**src/rtl/foo_sched.sv**
```systemverilog
// Round-robin scheduler sharing one foo datapath among NUM_REQ requesters, with an in-order response FIFO.
// Define FOO_SCHED_STATS_EN to add saturating issue/stall counters.
module foo_sched #(
  parameter int NUM_REQ    = 2,
  parameter int ID_W       = 1,
  parameter int DP_LATENCY = 2,
  parameter int FIFO_DEPTH = 4
) (
  input  logic                  clk,
  input  logic                  rst_n,
  input  logic [NUM_REQ-1:0]    req_valid,
  input  logic [NUM_REQ*64-1:0] req_data,
  output logic [NUM_REQ-1:0]    req_ready,
  output logic                  dp_valid,
  output logic [63:0]           dp_a,
  output logic [128:0]          dp_long_in,
  input  logic [63:0]           dp_x,
  output logic                  rsp_valid,
  input  logic                  rsp_ready,
  output logic [ID_W-1:0]       rsp_id,
  output logic [63:0]           rsp_data
`ifdef FOO_SCHED_STATS_EN
  ,
  output logic [31:0]           stat_issue_cnt,
  output logic [31:0]           stat_stall_cnt
`endif
);

  localparam int unsigned AW = $clog2(FIFO_DEPTH);
  localparam int unsigned CW = AW + 1;

  logic [63:0]                       ops [NUM_REQ];
  logic [ID_W-1:0]                   ptr, gnt_id, dp_id;
  logic [NUM_REQ-1:0]                grant;
  logic [63:0]                       sel_data;
  logic                              credit, accept, push, pop;
  logic [CW-1:0]                     outstanding, count;
  logic [AW-1:0]                     wr_ptr, rd_ptr;
  logic [FIFO_DEPTH-1:0][ID_W+63:0]  mem;
  logic [DP_LATENCY-1:0]             tag_v;
  logic [DP_LATENCY-1:0][ID_W-1:0]   tag_id;

  for (genvar g = 0; g < NUM_REQ; g++) begin : g_ops
    assign ops[g] = req_data[64*g+63:64*g];
  end

  assign credit = outstanding < CW'(FIFO_DEPTH);

  always_comb begin
    logic            found;
    logic [ID_W-1:0] idx;
    grant    = '0;
    gnt_id   = '0;
    sel_data = '0;
    found    = 1'b0;
    idx      = '0;
    for (int unsigned i = 0; i < NUM_REQ; i++) begin
      idx = ID_W'((32'(ptr) + i) % NUM_REQ);
      if (credit && !found && req_valid[idx]) begin
        found       = 1'b1;
        grant[idx]  = 1'b1;
        gnt_id      = idx;
        sel_data    = ops[idx];
      end
    end
  end

  // Gated by rst_n so the grant reads zero during reset even with requests held.
  assign req_ready  = grant & {NUM_REQ{rst_n}};
  assign accept     = |(req_valid & req_ready);
  assign dp_long_in = {1'b0, dp_a, dp_a};

  assign rsp_valid          = count != '0;
  assign pop                = rsp_valid & rsp_ready;
  assign push               = tag_v[DP_LATENCY-1];
  assign {rsp_id, rsp_data} = mem[rd_ptr];

  always_ff @(posedge clk or negedge rst_n) begin
    if (!rst_n) begin
      ptr         <= '0;
      outstanding <= '0;
      dp_valid    <= 1'b0;
      dp_a        <= '0;
      dp_id       <= '0;
    end else begin
      dp_valid <= accept;
      if (accept) begin
        dp_a  <= sel_data;
        dp_id <= gnt_id;
        ptr   <= (gnt_id == ID_W'(NUM_REQ - 1)) ? '0 : gnt_id + ID_W'(1);
      end
      case ({accept, pop})
        2'b10:   outstanding <= outstanding + CW'(1);
        2'b01:   outstanding <= outstanding - CW'(1);
        default: outstanding <= outstanding;
      endcase
    end
  end

  // Tag shift register keeps the requester ID aligned with dp_x.
  always_ff @(posedge clk or negedge rst_n) begin
    if (!rst_n) begin
      tag_v  <= '0;
      tag_id <= '0;
    end else begin
      tag_v  <= DP_LATENCY'({tag_v, dp_valid});
      tag_id <= (DP_LATENCY*ID_W)'({tag_id, dp_id});
    end
  end

  always_ff @(posedge clk or negedge rst_n) begin
    if (!rst_n) begin
      mem    <= '0;
      wr_ptr <= '0;
      rd_ptr <= '0;
      count  <= '0;
    end else begin
      if (push) begin
        mem[wr_ptr] <= {tag_id[DP_LATENCY-1], dp_x};
        wr_ptr      <= wr_ptr + AW'(1);
      end
      if (pop) rd_ptr <= rd_ptr + AW'(1);
      case ({push, pop})
        2'b10:   count <= count + CW'(1);
        2'b01:   count <= count - CW'(1);
        default: count <= count;
      endcase
    end
  end

`ifdef FOO_SCHED_STATS_EN
  always_ff @(posedge clk or negedge rst_n) begin
    if (!rst_n) begin
      stat_issue_cnt <= '0;
      stat_stall_cnt <= '0;
    end else begin
      if (accept && stat_issue_cnt != '1)
        stat_issue_cnt <= stat_issue_cnt + 32'd1;
      if (|req_valid && !credit && stat_stall_cnt != '1)
        stat_stall_cnt <= stat_stall_cnt + 32'd1;
    end
  end
`endif

endmodule

```
**config.mk**
```make
export PLATFORM = sky130hd
export DESIGN_NAME = foo_sched
export DESIGN_NICKNAME = d
export VERILOG_FILES = /design/src/rtl/foo_sched.sv
export SDC_FILE = /design/constraint.sdc
export NUM_CORES = 1
export LEC_CHECK = 0
export CAP_MARGIN = 20
export CORE_ASPECT_RATIO = 0.75
export CORE_MARGIN = 2
export CORE_UTILIZATION = 55
export CTS_BUF_LIST = sky130_fd_sc_hd__clkbuf_4
export CTS_CLUSTER_DIAMETER = 30
export DETAILED_ROUTE_END_ITERATION = 8
export PLACE_DENSITY = 0.91
export SLEW_MARGIN = 10
export SYNTH_ARGS = -nofsm -noshare
export SYNTH_HDL_FRONTEND = slang
export SYNTH_SLANG_ARGS = --single-unit
export TNS_END_PERCENT = 10
```
**constraint.sdc**
```tcl
create_clock -name clk -period 2.95 [get_ports clk]
set_input_delay 0.7375 -clock clk [delete_from_list [all_inputs] [get_ports clk]]
set_output_delay 0.7375 -clock clk [all_outputs]
set_load 0.02 [all_outputs]
```
Word-level counts from Yosys, hierarchy flattened
Index checks and enable logic that the tools add are counted.
W data, S select, Z words.

storage, ports and cells
  register bits = 341
  latch bits = 0
  bits in writable memories = 0
  bits in read-only memories = 0
  input bits = 197
  output and inout port bits = 262
  logic and storage cells = 83
  memories kept = 0

cells by class
  add/sub/neg operators = 8
  multiply operators = 0
  divide/modulo/power cells = 0
  magnitude comparators = 10
  equal/unequal tests = 4
  shifts and indexed selects = 0
  multiplexer cells = 29
  bitwise operators = 6
  reductions and logical operators = 11

operator list
  operator               count
  $mux W64               8
  $bwmux W260            1
  $bmux W65 S2           1
  $demux W65 S2          1
  $mux W65               2
  $pmux W3 S2            2
  $mux W1                10
  $add A3 B1 Y3 const B  2
  $logic_and A1 B1 Y1    6
  $lt A2 B3 Y1 const B   2
  $sub A3 B1 Y3 const B  2
  $add A2 B1 Y2 const B  2
  $and A2 B2 Y2          2
  $eq A2 B1 Y1 const B   2
  $eq A2 B2 Y1 const B   2
  $ge A2 B2 Y1 const B   2
  $lt A1 B2 Y1 const B   2
  $mux W2                2
  $not A1 Y2             2
  $reduce_bool A2 Y1     2
  $lt A3 B3 Y1 const B   1
  $reduce_bool A3 Y1     1
  $add A1 B1 Y1 const B  2
  $demux W1 S1           2
  other kinds (6)        7

Longest topological paths before layout
Gate-level depths: netlist (run 1).

  depth after elaboration = 13
  gate-level depth with buffers = 10
  gate-level depth less buffers = 8

Worst setup path before layout (run 1)
OpenSTA, ideal clock, no wires.

  kind = input -> register
  start = in req_valid[1]
  end = reg outstanding[2]
  setup time = 79 ps
  arrival time = 2327 ps
  required time = 2871 ps
  slack = 544 ps
  stages on the path = 10
  cell sequence = clkbuf_2 o21ai_2 buf_6 buf_6 ha_1 inv_1 fa_1 xor2_1 nor2_1 xor2_1

between the ends
  cells in the longest elaborated chain, start to end = 13
  elaborated cells between the ends (all ways) = 19
  classes of those cells = eq/ne: 2; mux: 8; bitwise: 3; reduce/logical: 6

ends and longest elaborated chain
  what                                               RTL line  RTL
  start, declared                                    11        input logic [NUM_REQ-1:0] req_valid,
  $mux W1 (not written as such) (2 in series)        59        if (credit && !found && req_valid[idx]) begin
  $logic_and A1 B1 Y1                                59
  $mux W1                                            59
  $logic_not A1 Y1                                   59
  $logic_and A1 B1 Y1 (2 in series)                  59
  $mux W2                                            59
  $and A2 B2 Y2                                      69        assign req_ready = grant & {NUM_REQ{rst_n}};
  $and A2 B2 Y2 *                                    70        assign accept = |(req_valid & req_ready);
  $reduce_or A2 Y1 *                                 70
  $eq A2 B1 Y1 or $eq A2 B2 Y1 (tied branches)       92        case ({accept, pop})
  $pmux W3 S2 or $reduce_bool A2 Y1 (tied branches)  n/a
  end signal, assigned                               93        2'b10: outstanding <= outstanding + CW'(1);
  end signal, assigned                               94        2'b01: outstanding <= outstanding - CW'(1);
  end signal, assigned                               95        default: outstanding <= outstanding;
  end, declared                                      37        logic [CW-1:0] outstanding, count;

Every way passes the cells marked *; elsewhere a longest branch is shown, timed or not. The select of a mux whose other input is x is not followed.
A chain may end at the register's enable or synchronous reset.

Worst setup path after layout (run 1)
  start = reg rd_ptr[0]
  end = out rsp_data[43]

between the ends
  cells in the longest elaborated chain, start to end = 2

ends and longest elaborated chain
  what                            RTL line  RTL
  start, declared                 38        logic [AW-1:0] wr_ptr, rd_ptr;
  start signal, assigned          122       if (pop) rd_ptr <= rd_ptr + AW'(1);
  $bmux W65 S2                    76        assign {rsp_id, rsp_data} = mem[rd_ptr];
  $mux W65 (not written as such)  76
  end, declared                   21        output logic [63:0] rsp_data

Every way passes these cells. The select of a mux whose other input is x is not followed.

==> results of run 1 <==
-- per-layer routing --
layer,part of all wire,routed length (µm),up-vias
li1,-,-,5432
met1,0.39,19400,6571
met2,0.47,23500,689
met3,0.090,4490,195
met4,0.046,2290,4
met5,0.00042,21,-
-- power groups by stage --
stage | registers, mW | clock network (mW) | logic (mW)
after global placement | 8.89 | 0 | 15.1
after global routing | 9.35 | 4.36 | 16.3
final | 9.10 | 4.01 | 15.5
after detailed placement | 9.11 | 0 | 15.5
after CTS | 9.02 | 4.07 | 15.3
after floorplan | 8.83 | 0 | 9.99
-- logic make-up after synthesis --
family,Yosys count,synth area share
xor gates and xnor gates,9,0.00458
buffers and inverters,242,0.0932
DFF,341,0.495
adders and majority gates,8,0.00668
other,1,0.000218
muxes,328,0.257
AOI/OAI and AO/OA,199,0.110
and+or+nand+nor,146,0.0333
-- through the flow --
| step | hold WS (ns) | std cells | setup TNS, ns | worst slack, ns | util |
|---|---|---|---|---|---|
| after floorplan | 0.331 | 1274 | 0 | 0.544 | - |
| after global placement | 0.334 | 1933 | 0 | 0.111 | 0.684 |
| after detailed placement | 0.345 | 1933 | 0 | 0.0877 | 0.684 |
| after CTS | 0.202 | 2092 | -1.30 | -0.0994 | 0.717 |
| after global routing | 0.249 | 2097 | -2.57 | -0.0873 | 0.720 |
| final | 0.184 | 2098 | -0.00163 | -0.00163 | 0.720 |
-- cells in the final DEF (no fill, tap or decap), types with 4 or more instances in the layout --
master	count
a21oi_1	4
a221oi_1	88
a221oi_2	40
a22oi_1	64
buf_12	18
buf_2	33
buf_4	14
buf_6	28
clkbuf_4	126
clkdlybuf4s15_2	5
clkdlybuf4s50_1	389
clkinv_1	14
clkinv_2	4
dfrtp_1	338
diode_2	6
ha_1	6
inv_1	10
mux2_2	260
mux4_2	65
nand2_1	132
nand2_4	4
xor2_1	6
-- flip-flops by register name, indices dropped and copies added, names as in the netlist, 2 cells and up --
name,cells
rd_ptr,2
dp_a,64
tag_v,2
wr_ptr,2
count,3
outstanding,3
mem,260
tag_id,2
-- final timing paths --
| kind | start | to | slack (ns) |
|---|---|---|---|
| max | rd_ptr[0]$_DFFE_PN0N_ | rsp_data[43] | -0.002 |
| min | rst_n | mem[249]$_DFFE_PN0P_ | 0.18 |
| max reg2reg | count[0]$_DFFE_PN0P_ | outstanding[2]$_DFFE_PN0P_ | 0.91 |
| min reg2reg | tag_v[0]$_DFF_PN0_ | tag_v[1]$_DFF_PN0_ | 0.36 |
| max in group asynchronous | rst_n | mem[165]$_DFFE_PN0P_ | 1.15 |
| min in group clk | tag_v[0]$_DFF_PN0_ | tag_v[1]$_DFF_PN0_ | 0.36 |
-- final cells by class --
type	count	area, µm²
Tap cell	406	508
Antenna cell	6	15.0
Clock buffer	126	946
Sequential cell	341	8540
Timing Repair Buffer	495	5030
Clock inverter	22	124
Multi-Input combinational cell	691	7140
Inverter	11	41.3
Fill cell	2000	8690
-- what timing repair did --
action | CTS | global route
setup buffers | 8 | 0
gates cloned | 3 | 0
pin swaps | 0 | 0
resized for setup | 281 | 38
endpoints found under the setup margin | 66 | 65
==> summary.txt, run 1 <==
Worst hold path
  – Hold Path Class: input port to asynchronous set/reset pin

Floorplan
  – I/O pin cnt: 459
  – Die ar.: 32800 µm²
  – Row count: 56
  – Core ar.: a little over 30000 µm²
  – Initial Utilization: 0.555
  – Die Ht: around 160 µm
  – Die X: ~210 µm

Flow run
  – Max cap viols: 0

Logic synthesis
  – Post-synth cell types: 32
  – Sequential cell area fraction in the yosys report: 0.495
  – Post-synth EDFFs: 0
  – Synth top area share: 0.495
  – Mapped Area: ~17000 µm²
  – Yosys top cell by area: dfrtp_1
  – Mapped Cells: 1274
  – Synth warnings: 0
  – Most common library cells after synthesis: dfrtp_1 (341), mux2_2 (260), buf_4 (144)
  – Top cells by area, synth: dfrtp_1 (50%), mux2_2 (17%), mux4_2 (8.5%), buf_4 (6.3%), a221oi_1 (4.5%)
  – Mean Syn Cell Area: between 10 and 15 µm²
  – Number of synthesized register bits: 341
  – Main synth FF type: dfrtp_1
  – Syn nets: ~1500
  – Asr flop ratio synth: 1.00
  – Count leader, synth: dfrtp_1

Placement
  – DP Wirelength: 32400 µm
  – GP Congestion: ~0.8
  – Placed cell area: approximately 21000 µm²
  – I/O Buffers: between 400 and 500

Critical path
  – WP depth: 4
  – Kind of end point of the critical path: output pin
  – WP buf/inv: 3
  – CP Max Fanout: 8
  – CP peak stage delay: ~0.55 ns
  – Slowest-stage cell, CP: mux4_2
  – Crit path cell chain: buf_12, buf_12, mux4_2, buf_6
  – Most Frequent Cell on Critical Path: buf_12
  – Critical path launch point type: flip-flop
  – Worst Reg-to-Reg Cells: 8
  – WP data required: between 2 and 2.5 ns
  – CP delay by family, top: multiplexers
  – WP data arrival: around 2.2 ns
  – Setup CP Type: flip-flop to output pin

Final layout
  – Area Growth Syn to Fin: 29.8%
  – Design area: about 22000 µm²
  – Final nets: 1833
  – Fraction of layout cells with a size suffix above 1: 0.364

Power
  – Peak supply drop: 950 µV
  – Int Pwr: between 15 and 20 mW
  – Psw: 11.4 mW
  – PwrDens: between 1000 and 1500 nW/µm²
  – Gate power share: 0.542
  – Sw Share: 0.398
  – Design Power: about 29 mW
  – Clk pwr share: 0.140
  – Sequential power share: 0.318
  – Leak: slightly above 9 nW

Run status
  – Failing checks: setup timing
  – Status: finished, violations left

Timing
  – Pins Over Slew Limit: 0
  – Endpoints failing hold: 0
  – RSZ-0062 raised after global routing: true
  – Relative slew margins: 0.294
  – Achievable frequency: about 0.34 GHz
  – Setup ws final: -0.00163 ns
  – Worst-Margin Slew: ~1.1 ns
  – Fin crit period: roughly 3 ns
  – Final setup violation count: 1
  – Tcrit/Tclk final: 1.00
  – Clock Skews: a little over 0.06 ns

Route
  – 1st-pass router iterations: 8
  – DR DRC count: 0
  – WL per Instance: 23.7 µm
  – Post-route ant nets: 0
  – Post-Route WL: 49700 µm
  – Vias post-DR: approximately 13000
  – Routed vias/inst: 6.14
  – Starting DRC count in detailed routing: 1413

Global routing
  – GRT Overall Usage: 0.299
  – GRT Max-Usage Layer: met2
  – Global routing usage on met1: 0.389
  – Number of global-route vias before repair: 13426
  – Largest net degree at the start of global routing: roughly 180
  – Remaining Overflow, GRT: 0
  – Met3 Usage GRT: 0.0872
  – Wire length of the first global-routing pass: 75300 µm
  – Met2 GRT Util: 0.468
  – Initial antenna violation count: 8

Clock network
  – Clock Tree Root: clkbuf_4
  – Clock Latency Late Sink: 0.72 ns
  – CTS sink count: around 340
  – TritonCTS buffer count: 88
  – # H-tree levels: 3
  – CTS tree: built
  – CTS max path bufs: 3
  – Clock Pin Slew Worst Setup and Hold Paths: approximately 0.080 ns
  – Hold-fix buffers at CTS: 0
(Power assumes the default switching activity.)
==> inputs of run 2 (changes only) <==
- CAP_MARGIN: 20 -> unset
- SETUP_SLACK_MARGIN: unset -> 0.2
==> run 2 against run 1 <==
  * The flow now finishes without violations
  * Cell count barely moved
  * Hold slack better by 0.0072 ns
  * Combinational power is 3% higher
  * Sequential power about the same
  * Power grew 1.9%
  * Global-route usage increased by 0.10 points
  * Cell area is 0.66% higher
  * Register-to-register slack barely moved
  * Core utilization grew 0.47 points
  * Flip-flop and latch count unchanged
  * Largest cell class unchanged
==> summary.txt, run 2 (synthesis gave the netlist of run 1 again) <==
Run status
  – Status: complete, no violations

Floorplan
  – Die X: ~210 µm
  – Core ar.: slightly above 30000 µm²
  – I/O pin cnt: between 400 and 500
  – Row count: 56
  – Initial Utilization: 0.555
  – Die ar.: ~33000 µm²
  – Die Ht: roughly 160 µm

Critical path
  – Crit path cell chain: buf_12, buf_12, mux4_2, buf_6
  – Most Frequent Cell on Critical Path: buf_12
  – RR Endpoint: outstanding[2]$_DFFE_PN0P_
  – Slowest-stage cell, CP: mux4_2
  – Crit. Startpoint: rd_ptr[0]$_DFFE_PN0N_
  – CP peak stage delay: approximately 0.56 ns
  – Worst Reg-to-Reg Cells: 8
  – CP Max Fanout: 8
  – WP data required: approximately 2.2 ns
  – Kind of end point of the critical path: output pin
  – Flop2flop setup slack: 0.92 ns
  – Critical path launch point type: flip-flop
  – Setup crit end: rsp_data[43]
  – RR Startpoint: count[0]$_DFFE_PN0P_
  – WP data arrival: between 2 and 2.5 ns
  – Setup CP Type: flip-flop to output pin

Final layout
  – Most frequent cells in the layout: clkdlybuf4s50_1 (387), dfrtp_1 (336), mux2_2 (260), nand2_1 (132), clkbuf_4 (126)
  – Most common cell after layout, fill and taps aside: clkdlybuf4s50_1
  – Area Growth Syn to Fin: 30.6%
  – Final Non-Filler Cells: 2100
  – Design area: 22500 µm²
  – Max reg flops: 260
  – Fillers: just under 2000
  – Top reg by flops: mem
  – Largest regs: mem: 260 flops, dp_a: 64 flops
  – Fraction of layout cells with a size suffix above 1: 0.368
  – Final nets: approximately 1800

Power
  – Peak supply drop: approximately 950 µV
  – Design Power: approximately 29 mW
  – PwrDens: approximately 1300 nW/µm²
  – Leak: 9.18 nW

Placement
  – DP Wirelength: around 32000 µm
  – Placed cells: 1933
  – GP Congestion: 0.817
  – Placed cell area: roughly 21000 µm²
  – I/O Buffers: 457
  – Worst slack at placement: between 0.08 and 0.09 ns

Route
  – 1st-pass router iterations: 6
  – DR DRC count: 0
  – Vias post-DR: between 10000 and 15000
  – WL per Instance: ~24 µm
  – Post-route ant nets: 0
  – Post-Route WL: about 50000 µm
  – Routed vias/inst: between 6 and 7
  – Starting DRC count in detailed routing: approximately 1400

Timing
  – Clock Skews: 0.0588 ns
  – Tcrit/Tclk final: 0.999
  – Setup ws final: around 0.0033 ns
  – Worst-Margin Slew: between 1 and 1.5 ns
  – Relative slew margins: 0.303
  – Pins Over Slew Limit: 0
  – Final setup violation count: 0
  – RSZ-0062 raised after global routing: true
  – TNS Setup: 0 ns
  – Achievable frequency: ~0.34 GHz
  – Fin crit period: approximately 2.9 ns
  – Endpoints failing hold: 0

Clock network
  – CTS sink count: around 340
  – Clock Latency Late Sink: approximately 0.72 ns
  – CTS tree: built
  – Hold-fix buffers at CTS: 0
  – Clock Tree Root: clkbuf_4
  – CTS max path bufs: 3
  – # H-tree levels: 3
  – Clock Pin Slew Worst Setup and Hold Paths: 0.08 ns
  – TritonCTS buffer count: 88

Global routing
  – GRT Max-Usage Layer: met2
  – Met2 GRT Util: 0.471
  – Global routing usage on met1: 0.386
  – GRT Overall Usage: 0.300
  – Number of global-route vias before repair: approximately 14000
  – Wire length of the first global-routing pass: roughly 75000 µm
  – Met3 Usage GRT: 0.0892
  – Largest net degree at the start of global routing: ~180
  – Initial antenna violation count: 8
  – Remaining Overflow, GRT: 0

Flow run
  – Max cap viols: 0

Worst hold path
  – Hold Path Class: input port to asynchronous set/reset pin
==> run 2: worst min path at each step <==
stage                   startpoint                   end  slack (ns)
3_3_place_gp    tag_v[0]$_DFF_PN0_    tag_v[1]$_DFF_PN0_        0.33
4_1_cts                      rst_n  mem[249]$_DFFE_PN0P_        0.20
5_1_grt                      rst_n  mem[249]$_DFFE_PN0P_        0.25
3_5_place_dp    tag_v[0]$_DFF_PN0_    tag_v[1]$_DFF_PN0_        0.34
6_report                     rst_n  mem[249]$_DFFE_PN0P_        0.19
2_1_floorplan  tag_id[0]$_DFF_PN0_   tag_id[1]$_DFF_PN0_        0.33
==> run 2: metal layers <==
metal,up-vias,share of wire
li1,5443,-
met1,6570,0.40
met2,673,0.47
met3,195,0.088
met4,4,0.044
met5,-,0.00042
==> run 2: layout make-up <==
type / instances / area (µm²) / area share
clock inverter: 22 / 124 / 0.00551
tap: 406 / 508 / 0.0226
antenna: 7 / 17.5 / 0.000779
inverter: 11 / 41.3 / 0.00184
multi-input combinational: 691 / 7140 / 0.317
clock buffer: 126 / 946 / 0.0420
timing repair buffer: 496 / 5170 / 0.230
sequential: 341 / 8540 / 0.380
==> run 2: worst max-delay path: cells and delay by family, from the launching register on <==
family                 cells  cell delay, ns
multiplexers               1            0.56
flip-flops                 1            0.48
buffers and inverters      3            0.47
==> run 2: power by group <==
part | internal (mW) | switching (mW)
Clock | 2.05 | 1.96
Sequential | 7.12 | 2.00
Combinational | 8.47 | 7.54
==> run 2: stage by stage <==
| step | util | hold slack (ns) |
|---|---|---|
| floorplan | - | 0.331 |
| global placement | 0.684 | 0.334 |
| detailed placement | 0.684 | 0.345 |
| CTS | 0.722 | 0.202 |
| global route | 0.725 | 0.245 |
| finish | 0.725 | 0.191 |
==> run 2: timing repair <==
action,4_1_cts,5_1_grt
cloned,3,0
pin swaps,0,0
resized for setup,371,19
setup buffers,8,1
setup endpoints to repair,74,67
==> inputs of run 3 (changes only) <==
- CELL_PAD_IN_SITES_DETAIL_PLACEMENT: unset -> 0
- CELL_PAD_IN_SITES_GLOBAL_PLACEMENT: unset -> 1
- CORE_UTILIZATION: 55 -> 43
- PLACE_DENSITY: 0.91 -> unset
- PLACE_DENSITY_LB_ADDON: unset -> 0.1
- SKIP_CTS_REPAIR_TIMING: unset -> 1
==> run 3 against run 2 <==
  * The flow now finishes with violations (setup timing)
  * Highest routed layer unchanged
  * Critical endpoint is now rsp_data[52]
  * Power down 2.4%
  * Critical path depth unchanged
  * Worst setup slack worse by 0.027 ns
  * Sequential power down 2.7%
  * Critical path type unchanged
  * Sequential share of layout area down 0.40 points
  * Fmax down 0.90%
  * Clock power up 9.2%
  * Die area up 27%
  * Clock skew down 0.0060 ns
  * Combinational power down 5%
  * Cell area up 1.1%
==> summary.txt, run 3 (synthesis gave the netlist of run 1 again) <==
Global routing
  – Wire length of the first global-routing pass: around 74000 µm
  – Number of global-route vias before repair: 12798
  – Largest net degree at the start of global routing: about 160
  – Remaining Overflow, GRT: 0
  – Initial antenna violation count: 7
  – GRT Overall Usage: 0.229

Run status
  – Status: finished, violations left
  – Failing checks: setup timing

Critical path
  – CP peak stage delay: 0.54 ns
  – Kind of end point of the critical path: output pin
  – Slowest-stage cell, CP: mux4_2
  – Worst Reg-to-Reg Cells: 8
  – Setup CP Type: flip-flop to output pin
  – CP delay by family, top: multiplexers
  – Flop2flop setup slack: 0.88 ns
  – WP buf/inv: 3
  – WP data required: about 2.2 ns
  – CP Max Fanout: 7
  – Crit path cell chain: buf_12, buf_16, mux4_2, buf_6
  – WP data arrival: ~2.2 ns
  – WP depth: 4
  – Critical path launch point type: flip-flop

Route
  – Post-route ant nets: 0
  – Routed vias/inst: 5.46
  – Starting DRC count in detailed routing: 570
  – Post-Route WL: ~49000 µm
  – DR DRC count: 0
  – WL per Instance: around 22 µm
  – 1st-pass router iterations: 7
  – Vias post-DR: around 12000

Placement
  – Placed cell area: 21500 µm²
  – I/O Buffers: 457
  – Worst slack at placement: between 0.1 and 0.15 ns
  – DP Wirelength: 32200 µm
  – GP Congestion: between 0.7 and 0.8

Final layout
  – Fraction of layout cells with a size suffix above 1: 0.379
  – Max reg flops: 260
  – Design area: approximately 23000 µm²
  – Area Growth Syn to Fin: 32.0%
  – Top reg by flops: mem
  – Final nets: 1851
  – Most frequent cells in the layout: clkdlybuf4s50_1 (367), dfrtp_1 (336), mux2_2 (260), clkbuf_4 (144), nand2_1 (132)
  – Fillers: around 3300
  – Most common cell after layout, fill and taps aside: clkdlybuf4s50_1
  – Largest regs: mem: 260 flops, dp_a: 64 flops

Timing
  – Tcrit/Tclk final: 1.01
  – RSZ-0062 raised after global routing: true
  – Endpoints failing hold: 0
  – Fin crit period: between 2 and 3 ns
  – Setup ws final: -0.0233 ns
  – Final setup violation count: 27
  – TNS Setup: -0.272 ns
  – Clock Skews: approximately 0.053 ns
  – Worst-Margin Slew: ~1.1 ns
  – Hold_ws: ~0.20 ns
  – Pins Over Slew Limit: 0
  – Relative slew margins: 0.297
  – Achievable frequency: about 0.34 GHz

Power
  – Peak supply drop: approximately 710 µV
  – PwrDens: around 1300 nW/µm²
  – Leak: between 9 and 10 nW

Floorplan
  – Die Ht: around 180 µm
  – Die X: roughly 240 µm
  – Initial Utilization: 0.436
  – I/O pin cnt: between 400 and 500
  – Die ar.: 41700 µm²
  – Core ar.: a little under 40000 µm²
  – Row count: 63

Clock network
  – Clock Latency Late Sink: approximately 0.75 ns
  – CTS sink count: approximately 340
  – Clock Tree Root: clkbuf_4
  – Clock Pin Slew Worst Setup and Hold Paths: 0.07 ns
  – TritonCTS buffer count: 96
  – CTS tree: built
  – CTS max path bufs: 3
  – # H-tree levels: 3

Worst hold path
  – Hold Path Class: input port to asynchronous set/reset pin

Flow run
  – Max cap viols: 0
==> run 3: changes by cell type in the layout (fill, tap and decap cells not counted), sizes merged <==
cell / previous run / this run
buf: 105 / 102
clkbuf: 127 / 156
clkdlybuf4s50: 387 / 367
clkinv: 19 / 21
diode: 7 / 6
dlygate4sd2: 2 / 0
dlymetal6s2s: 1 / 24
inv: 13 / 14
==> run 3: final timing paths <==
| path | start | end |
|---|---|---|
| worst max-delay path | rd_ptr[0]$_DFFE_PN0N_ | rsp_data[52] |
| worst min-delay path | rst_n | mem[5]$_DFFE_PN0P_ |
| worst max register to register | count[0]$_DFFE_PN0P_ | count[2]$_DFFE_PN0P_ |
| worst min register to register | tag_v[0]$_DFF_PN0_ | tag_v[1]$_DFF_PN0_ |
| max in group asynchronous | rst_n | ptr$_DFFE_PN0P_ |
| min in group clk | tag_v[0]$_DFF_PN0_ | tag_v[1]$_DFF_PN0_ |
==> run 3: routing by layer <==
layer  share of wire  vias to the layer above  global-route usage
met5         0.00023                        -                   0
met4           0.029                        2              0.0994
met3           0.051                       88              0.0538
met2            0.49                      397               0.370
met1            0.43                     6280               0.296
li1                -                     5477                   -
==> run 3: worst reg2reg max path, stage by stage, from the launching register on <==
cell and delay [ns]:
dfrtp_1 0.41, or3_1 0.42, and2_1 0.26, ha_1 0.24, inv_1 0.08, fa_1 0.18, xor2_1 0.16, nor2_1 0.07
xor2_1 0.14
==> run 3: power breakdown <==
| group | switching (mW) | leakage (nW) | internal, mW |
|---|---|---|---|
| clock | 2.06 | 0.744 | 2.32 |
| sequential | 1.75 | 3.95 | 7.11 |
| combinational | 7.26 | 4.76 | 7.94 |
| total | 11.1 | 9.46 | 17.4 |
==> run 3: cell type report <==
class	instances	area, µm²	area share
Sequential cell	341	8540	0.376
Inverter	11	41.3	0.00182
Timing Repair Buffer	505	5110	0.225
Clock inverter	25	145	0.00638
Antenna cell	6	15.0	0.000660
Tap cell	520	651	0.0286
Clock buffer	144	1080	0.0476
Multi-Input combinational cell	691	7140	0.314
==> run 3: stage by stage <==
step / utilization / total power [mW] / cells
5_1_grt: 0.576 / 30.1 / 2243
3_3_place_gp: 0.544 / 24.3 / 2059
4_1_cts: 0.575 / 29.1 / 2228
6_report: 0.576 / 28.4 / 2243
2_1_floorplan: - / 18.8 / 1274
3_5_place_dp: 0.544 / 24.6 / 2059
